--- config.mk ---
export PLATFORM = sky130hd
export DESIGN_NAME = pflash_wb_ctrl
export DESIGN_NICKNAME = d
export VERILOG_FILES = /design/src/rtl/pflash_pkg.sv /design/src/rtl/pflash_wb_ctrl_timer.sv /design/src/rtl/pflash_wb_ctrl.sv
export SDC_FILE = /design/constraint.sdc
export NUM_CORES = 1
export LEC_CHECK = 0
export CAP_MARGIN = 10
export CORE_MARGIN = 2
export CORE_UTILIZATION = 38
export DETAILED_ROUTE_END_ITERATION = 8
export PLACE_DENSITY = 0.76
export SYNTH_ARGS = -nofsm -noshare
export SYNTH_HDL_FRONTEND = slang
export SYNTH_HIERARCHICAL = 1
export SYNTH_SLANG_ARGS = --single-unit
--- constraint.sdc ---
create_clock -name wb_clk_i -period 2.2 [get_ports wb_clk_i]
set_input_delay 0.22 -clock wb_clk_i [delete_from_list [all_inputs] [get_ports wb_clk_i]]
set_output_delay 0.22 -clock wb_clk_i [all_outputs]
set_load 0.05 [all_outputs]
--- src/rtl/pflash_pkg.sv ---
// pflash_pkg: shared state encodings, timer width and half-word select
// constants for pflash_wb_ctrl. The write-cycle states exist only when
// PFLASH_WRITE_EN is defined.
package pflash_pkg;

  // Wide enough for the longest phase (the reset hold).
  localparam int TMR_W = 16;

  // Byte-select patterns for the two legal 16-bit command writes (big-endian).
  localparam logic [3:0] SEL_HI_HALF = 4'b1100;
  localparam logic [3:0] SEL_LO_HALF = 4'b0011;

  // Flash word offset of each WB half-word: high half at +0, low half at +1.
  localparam logic HALF_HI_OFS = 1'b0;
  localparam logic HALF_LO_OFS = 1'b1;

  typedef enum logic [3:0] {
    ST_RESET    = 4'd0,
    ST_IDLE     = 4'd1,
    ST_RD_LO    = 4'd2,
    ST_RD_GAP   = 4'd3,
    ST_RD_HI    = 4'd4,
`ifdef PFLASH_WRITE_EN
    ST_WR_SETUP = 4'd5,
    ST_WR_PULSE = 4'd6,
    ST_WR_HOLD  = 4'd7,
`endif
    ST_ACK      = 4'd8,
    ST_ERR      = 4'd9
  } state_t;

  function automatic logic wr_sel_ok(input logic [3:0] sel);
    return (sel == SEL_HI_HALF) || (sel == SEL_LO_HALF);
  endfunction

endpackage

--- src/rtl/pflash_wb_ctrl_timer.sv ---
// pflash_cycle_timer: loadable down-counter with zero flag. One instance is
// shared by the reset hold, the read phases and the write pulse.
module pflash_cycle_timer #(
  parameter int           W       = 16,
  parameter logic [W-1:0] RST_VAL = '0
) (
  input  logic         i_clk,
  input  logic         i_rst,
  input  logic         i_load,
  input  logic [W-1:0] i_val,
  output logic         o_zero
);

  logic [W-1:0] r_cnt;

  // Load takes priority; otherwise count down and park at zero.
  always_ff @(posedge i_clk or posedge i_rst) begin
    if (i_rst)               r_cnt <= RST_VAL;
    else if (i_load)         r_cnt <= i_val;
    else if (r_cnt != '0)    r_cnt <= r_cnt - W'(1);
  end

  assign o_zero = (r_cnt == '0);

endmodule

--- src/rtl/pflash_wb_ctrl.sv ---
// pflash_wb_ctrl: Wishbone classic slave driving a 16-bit async NOR flash.
// A 32-bit read becomes two timed 16-bit reads (high half first); writes are
// single 16-bit command cycles. Define PFLASH_WRITE_EN to build the write
// path; without it every WB write is answered with wb_err_o.
module pflash_wb_ctrl
  import pflash_pkg::*;
#(
  parameter int FLASH_AW = 23,
  parameter int RST_CYC  = 64,
  parameter int RD_CYC   = 6,
  parameter int WR_CYC   = 4
) (
  input  logic                wb_clk_i,
  input  logic                wb_rst_i,
  input  logic [FLASH_AW:0]   wb_adr_i,
  input  logic [31:0]         wb_dat_i,
  input  logic [3:0]          wb_sel_i,
  input  logic                wb_we_i,
  input  logic                wb_cyc_i,
  input  logic                wb_stb_i,
  output logic [31:0]         wb_dat_o,
  output logic                wb_ack_o,
  output logic                wb_err_o,
  output logic [FLASH_AW-1:0] flash_adr_o,
  input  logic [15:0]         flash_dq_i,
  output logic [15:0]         flash_dq_o,
  output logic                flash_dq_oe_o,
  output logic                flash_ce_n_o,
  output logic                flash_oe_n_o,
  output logic                flash_we_n_o,
  output logic                flash_adv_n_o,
  output logic                flash_rst_n_o,
  output logic                flash_clk_o
);

  localparam logic [TMR_W-1:0] RST_LD = TMR_W'(RST_CYC - 1);
  localparam logic [TMR_W-1:0] RD_LD  = TMR_W'(RD_CYC - 1);

  state_t                r_state, w_state_nxt;
  logic                  w_tmr_load, w_tmr_zero;
  logic [TMR_W-1:0]      w_tmr_val;
  logic                  w_req, w_busy, w_unused;
  logic [FLASH_AW-1:0]   r_adr;
  logic [31:0]           r_dat;
  logic                  r_abort;

  assign w_req       = wb_cyc_i & wb_stb_i;
  assign flash_clk_o = 1'b0;
  assign flash_adr_o = r_adr;
  assign wb_dat_o    = r_dat;

`ifdef PFLASH_WRITE_EN
  localparam logic [TMR_W-1:0] WR_LD = TMR_W'(WR_CYC - 1);
  logic [15:0] r_dq;

  assign flash_dq_o = r_dq;
  assign w_busy     = (r_state == ST_RD_LO) || (r_state == ST_RD_GAP) || (r_state == ST_RD_HI) ||
                      (r_state == ST_WR_SETUP) || (r_state == ST_WR_PULSE) || (r_state == ST_WR_HOLD);
  assign w_unused   = ^wb_adr_i[1:0];

  // Latch the command half-word when a legal write is accepted.
  always_ff @(posedge wb_clk_i or posedge wb_rst_i) begin
    if (wb_rst_i)
      r_dq <= '0;
    else if (r_state == ST_IDLE && w_req && wb_we_i)
      r_dq <= (wb_sel_i == SEL_HI_HALF) ? wb_dat_i[31:16] : wb_dat_i[15:0];
  end
`else
  assign flash_dq_o = '0;
  assign w_busy     = (r_state == ST_RD_LO) || (r_state == ST_RD_GAP) || (r_state == ST_RD_HI);
  assign w_unused   = ^{wb_adr_i[1:0], wb_dat_i, wb_sel_i};
`endif

  pflash_cycle_timer #(
    .W       (TMR_W),
    .RST_VAL (RST_LD)
  ) u_timer (
    .i_clk  (wb_clk_i),
    .i_rst  (wb_rst_i),
    .i_load (w_tmr_load),
    .i_val  (w_tmr_val),
    .o_zero (w_tmr_zero)
  );

  // State register; reset restarts the flash reset hold.
  always_ff @(posedge wb_clk_i or posedge wb_rst_i) begin
    if (wb_rst_i) r_state <= ST_RESET;
    else          r_state <= w_state_nxt;
  end

  // Next state, timer control and Moore-decoded strobes.
  always_comb begin
    w_state_nxt   = r_state;
    w_tmr_load    = 1'b0;
    w_tmr_val     = RD_LD;
    flash_ce_n_o  = 1'b1;
    flash_oe_n_o  = 1'b1;
    flash_we_n_o  = 1'b1;
    flash_adv_n_o = 1'b1;
    flash_dq_oe_o = 1'b0;
    flash_rst_n_o = 1'b1;
    wb_ack_o      = 1'b0;
    wb_err_o      = 1'b0;
    case (r_state)
      ST_RESET: begin
        flash_rst_n_o = 1'b0;
        if (w_tmr_zero) w_state_nxt = ST_IDLE;
      end
      ST_IDLE: begin
        if (w_req) begin
          if (!wb_we_i) begin
            w_state_nxt = ST_RD_LO;
            w_tmr_load  = 1'b1;
          end
`ifdef PFLASH_WRITE_EN
          else if (wr_sel_ok(wb_sel_i)) w_state_nxt = ST_WR_SETUP;
`endif
          else w_state_nxt = ST_ERR;
        end
      end
      ST_RD_LO: begin
        flash_ce_n_o  = 1'b0;
        flash_oe_n_o  = 1'b0;
        flash_adv_n_o = 1'b0;
        if (w_tmr_zero) w_state_nxt = ST_RD_GAP;
      end
      ST_RD_GAP: begin
        w_state_nxt = ST_RD_HI;
        w_tmr_load  = 1'b1;
      end
      ST_RD_HI: begin
        flash_ce_n_o  = 1'b0;
        flash_oe_n_o  = 1'b0;
        flash_adv_n_o = 1'b0;
        if (w_tmr_zero) w_state_nxt = ST_ACK;
      end
`ifdef PFLASH_WRITE_EN
      ST_WR_SETUP: begin
        flash_ce_n_o  = 1'b0;
        flash_adv_n_o = 1'b0;
        flash_dq_oe_o = 1'b1;
        w_state_nxt   = ST_WR_PULSE;
        w_tmr_load    = 1'b1;
        w_tmr_val     = WR_LD;
      end
      ST_WR_PULSE: begin
        flash_ce_n_o  = 1'b0;
        flash_adv_n_o = 1'b0;
        flash_we_n_o  = 1'b0;
        flash_dq_oe_o = 1'b1;
        if (w_tmr_zero) w_state_nxt = ST_WR_HOLD;
      end
      ST_WR_HOLD: begin
        flash_ce_n_o  = 1'b0;
        flash_adv_n_o = 1'b0;
        flash_dq_oe_o = 1'b1;
        w_state_nxt   = ST_ACK;
      end
`endif
      ST_ACK: begin
        // An abandoned cycle still finishes on the flash side but is not acked.
        wb_ack_o    = ~r_abort;
        w_state_nxt = ST_IDLE;
      end
      ST_ERR: begin
        wb_err_o    = 1'b1;
        w_state_nxt = ST_IDLE;
      end
      default: w_state_nxt = ST_IDLE;
    endcase
  end

  // Flash address, read-data capture and abandoned-cycle tracking.
  always_ff @(posedge wb_clk_i or posedge wb_rst_i) begin
    if (wb_rst_i) begin
      r_adr   <= '0;
      r_dat   <= '0;
      r_abort <= 1'b0;
    end else begin
      if (r_state == ST_IDLE && w_req) begin
        r_abort <= 1'b0;
        r_adr   <= {wb_adr_i[FLASH_AW:2],
                    (wb_we_i && wb_sel_i == SEL_LO_HALF) ? HALF_LO_OFS : HALF_HI_OFS};
      end
      if (w_busy && !wb_cyc_i)
        r_abort <= 1'b1;
      if (r_state == ST_RD_LO && w_tmr_zero)
        r_dat[31:16] <= flash_dq_i;
      if (r_state == ST_RD_GAP)
        r_adr[0] <= HALF_LO_OFS;
      if (r_state == ST_RD_HI && w_tmr_zero)
        r_dat[15:0] <= flash_dq_i;
    end
  end

endmodule

==> out/metrics.yaml <==
setup_path:
  startpoint_type: "flip-flop"
  path_max_fanout: 16
  end_kind: "flip-flop"
  crit_buf_inv: 0
  arrival_ns: 2.36
  worstPathCellList: "nor4_4 -> nand4b_4 -> nor2_4 -> nand3b_4 -> mux2_4"
  slowest_stage: "dfrtp_1"
  crit_type: "flip-flop to flip-flop"
  critPathTopFamily: "simple AND/OR/NAND/NOR gates"
  cpPeakStageDelay_ns: 0.46
  required_ns: 2.44
power_and_ir_drop:
  switchingPower_w: 0.00277
  p_seq_share_pct: 36.1
  switching_share_pct: 43.5
  power_density_nw_per_um2: 1240
  irDropWorstVdd_uv: 882
  p_clk_share_pct: 17.4
  power_leakage_nw: 2.25
  power.internal_w: 0.00360
  comb_power_share_pct: 46.5
synthesis:
  ys_seq_elements: 76
  synth-edff-count: 0
  synth_area_per_cell_um2: 12.6
  synth_area_leader_cell: "dfrtp_1"
  synth-seq-area-share_pct: 51.9
  synth_ff_type: "dfrtp_1"
  post-synth-top-count-cell: "dfrtp_1"
  synth.distinct_cells: 51
  synthCells: 292
  synth.area.top_cells: "dfrtp_1 48%, mux2_2 13%, buf_4 4.5%"
  synth_top_cell_area_share_pct: 47.6
  syn_area_um2: 3680
  yosysWarnings: 6
  synth_commonest_cells: "70 x dfrtp_1, 43 x mux2_2, 22 x buf_4, 22 x nand2_1, 13 x nor2_1"
  async_flop_share_pct: 100
clock_network:
  clk_pin_slew_ns: 0.09
  clock_path_buffers: 2
  clock_sinks: 76
  htreeDepth: 3
  clock_latency_ns: 0.35
  cts_root_buf: "clkbuf_8"
  cts_hold_buf: 0
  cts_made_buffers: 9
  cts_tree: "built"
timing:
  period_needed_ns: 2.12
  worstMarginPinSlew_ns: 0.627
  period_share_pct: 96.2
  finalHoldViolations: 0
  setup-violations-final: 0
  final_max_slew_viol_count: 0
  grt_setup_unrepaired: "false"
  setup_tns_ns: 0
  fin_skew_ns: 0.0130
  slew_headroom_pct: 58.1
  fmax_mhz: 472
job:
  maxCapViolCount: 0
floorplanning:
  fp-row-count: 35
  die_w_um: 102
  start_util_pct: 39.5
  coreArea_um2: 9330
  die_area_um2: 10500
  die_h_um: 102
  ioPinCount: 161
global_routing:
  grt_pass1_wl_um: 12800
  grtUsageTotal_pct: 15.8
  antenna_found_initial: 0
  grt_start_max_net_pins: 50
  grt_pass1_vias: 2608
  gr-total-overflow: 0
place:
  place_congestion: 0.809
  place_area_um2: 4940
  hpwl_um: 5690
  numPortBuffers: 107
layout:
  nNetsFinal: 505
  drive_above_1_share_pct: 26.4
  design_area_um2: 5150
  syn_to_final_growth_pct: 39.8
  n_antenna_cell: 0
  nFillCells: 753
hold_path:
  hold_path_class: "input port to asynchronous set/reset pin"
drt:
  routed_wirelength_um: 7880
  drt_first_pass_iters: 4
  ant_nets: 0
  route.detailed.drc: 0
  drtIter0Drc: 159
  vias: 2596
  viasPerCell: 4.66
  wire_per_inst_um: 14.1
status:
  status: "completed"
cell families after synthesis:
logic type | after synthesis | share of synthesized area, %
other | 2 | 0.204
buffers and inverters | 41 | 7.31
AOI/OAI and AO/OA | 36 | 6.49
adders and majority gates | 1 | 0.340
muxes | 57 | 18.4
and+or+nand+nor | 68 | 12.8
xor gates and xnor gates | 11 | 2.62
DFF | 76 | 51.9
repair_timing:
item | in CTS | in global routing
endpoints found under the hold margin | 0 | 0
gates resized for setup | 0 | 1
setup endpoints to repair | 0 | 14
setup buffers | 0 | 0
cells in the final DEF (no fill, tap or decap), types with 2 or more instances in the layout:
| cell type | instances |
|---|---|
| nor2_1 | 13 |
| clkinvlp_4 | 2 |
| nand2b_1 | 3 |
| nor3b_1 | 2 |
| dfrtp_1 | 70 |
| o211ai_1 | 2 |
| inv_1 | 8 |
| a21o_1 | 3 |
| buf_12 | 3 |
| nor2_4 | 2 |
| mux2_4 | 10 |
| nor4_4 | 2 |
| clkdlybuf4s50_1 | 101 |
| mux2_2 | 43 |
| mux2i_1 | 2 |
| o21ai_1 | 5 |
| nand3b_1 | 2 |
| dfstp_2 | 6 |
| a211oi_1 | 2 |
| buf_4 | 15 |
| mux2_1 | 2 |
| a21oi_1 | 11 |
| nand2_1 | 22 |
| clkbuf_8 | 9 |
| nor2b_1 | 4 |
| conb_1 | 35 |
| xnor2_1 | 10 |
| nor3b_4 | 2 |
| o31ai_1 | 3 |
| nor3_1 | 2 |
| nor3_2 | 4 |
| inv_6 | 2 |
area by class of cell:
class                   instances  area [um^2]  share of cell area (%)
clock buffers                   9          124                    2.41
clock inverters                 7         82.6                    1.60
inverters                       9         33.8                   0.656
multi-input cells             208         1650                    32.1
flip-flops and latches         76         1910                    37.1
well taps                     129          161                    3.13
repair buffers                119         1180                    23.0
per-stage QoR:
stage          power, W  util, %  setup slack (ns)  hold WS (ns)  instances
2_1_floorplan   0.00440        -            0.0152         0.129        325
3_3_place_gp    0.00520     52.9             0.151         0.472        541
3_5_place_dp    0.00527     52.9             0.122         0.482        541
4_1_cts         0.00641     55.1            0.0992         0.149        557
5_1_grt         0.00671     55.2            0.0267         0.160        557
6_report        0.00636     55.2            0.0836         0.154        557
registers in the layout, indices dropped and copies added, names as in the netlist:
signal         count
wb_dat_o          32
flash_adr_o       23
u_timer/r_cnt     16
r_state            4
r_abort            1
layer usage:
metal / share of wire [%] / vias to the layer above / routed length, um / GRT usage [%]
met4: 1.8 / 0 / 142 / 5.74
met1: 41 / 1248 / 3270 / 19.9
met5: 0 / - / 0 / 0
li1: - / 1226 / - / -
met2: 46 / 107 / 3590 / 23.5
met3: 11 / 15 / 873 / 8.00
worst paths after layout:
kind / endpoint / from / depth (start not counted) / slack (ns)
setup / recovery: wb_dat_o[0] / u_timer/r_cnt[7] / 5 / 0.08
hold / removal: wb_dat_o[11] / wb_rst_i / 2 / 0.15
setup reg to reg: wb_dat_o[0] / u_timer/r_cnt[7] / 5 / 0.08
hold reg to reg: flash_adr_o[19] / flash_adr_o[19] / 1 / 0.51
max in group asynchronous: u_timer/r_cnt[14] / wb_rst_i / 2 / 1.50
min in group wb_clk_i: flash_adr_o[0] / wb_sel_i[0] / 3 / 0.46
power by group through the flow:
stage	sequential (W)	clock (W)	combinational, W
2_1_floorplan	0.00306	0	0.00134
3_3_place_gp	0.00228	0	0.00292
3_5_place_dp	0.00230	0	0.00297
4_1_cts	0.00229	0.00114	0.00298
5_1_grt	0.00236	0.00120	0.00315
6_report	0.00230	0.00111	0.00296
Note: power is estimated with default switching activity, not from simulation.
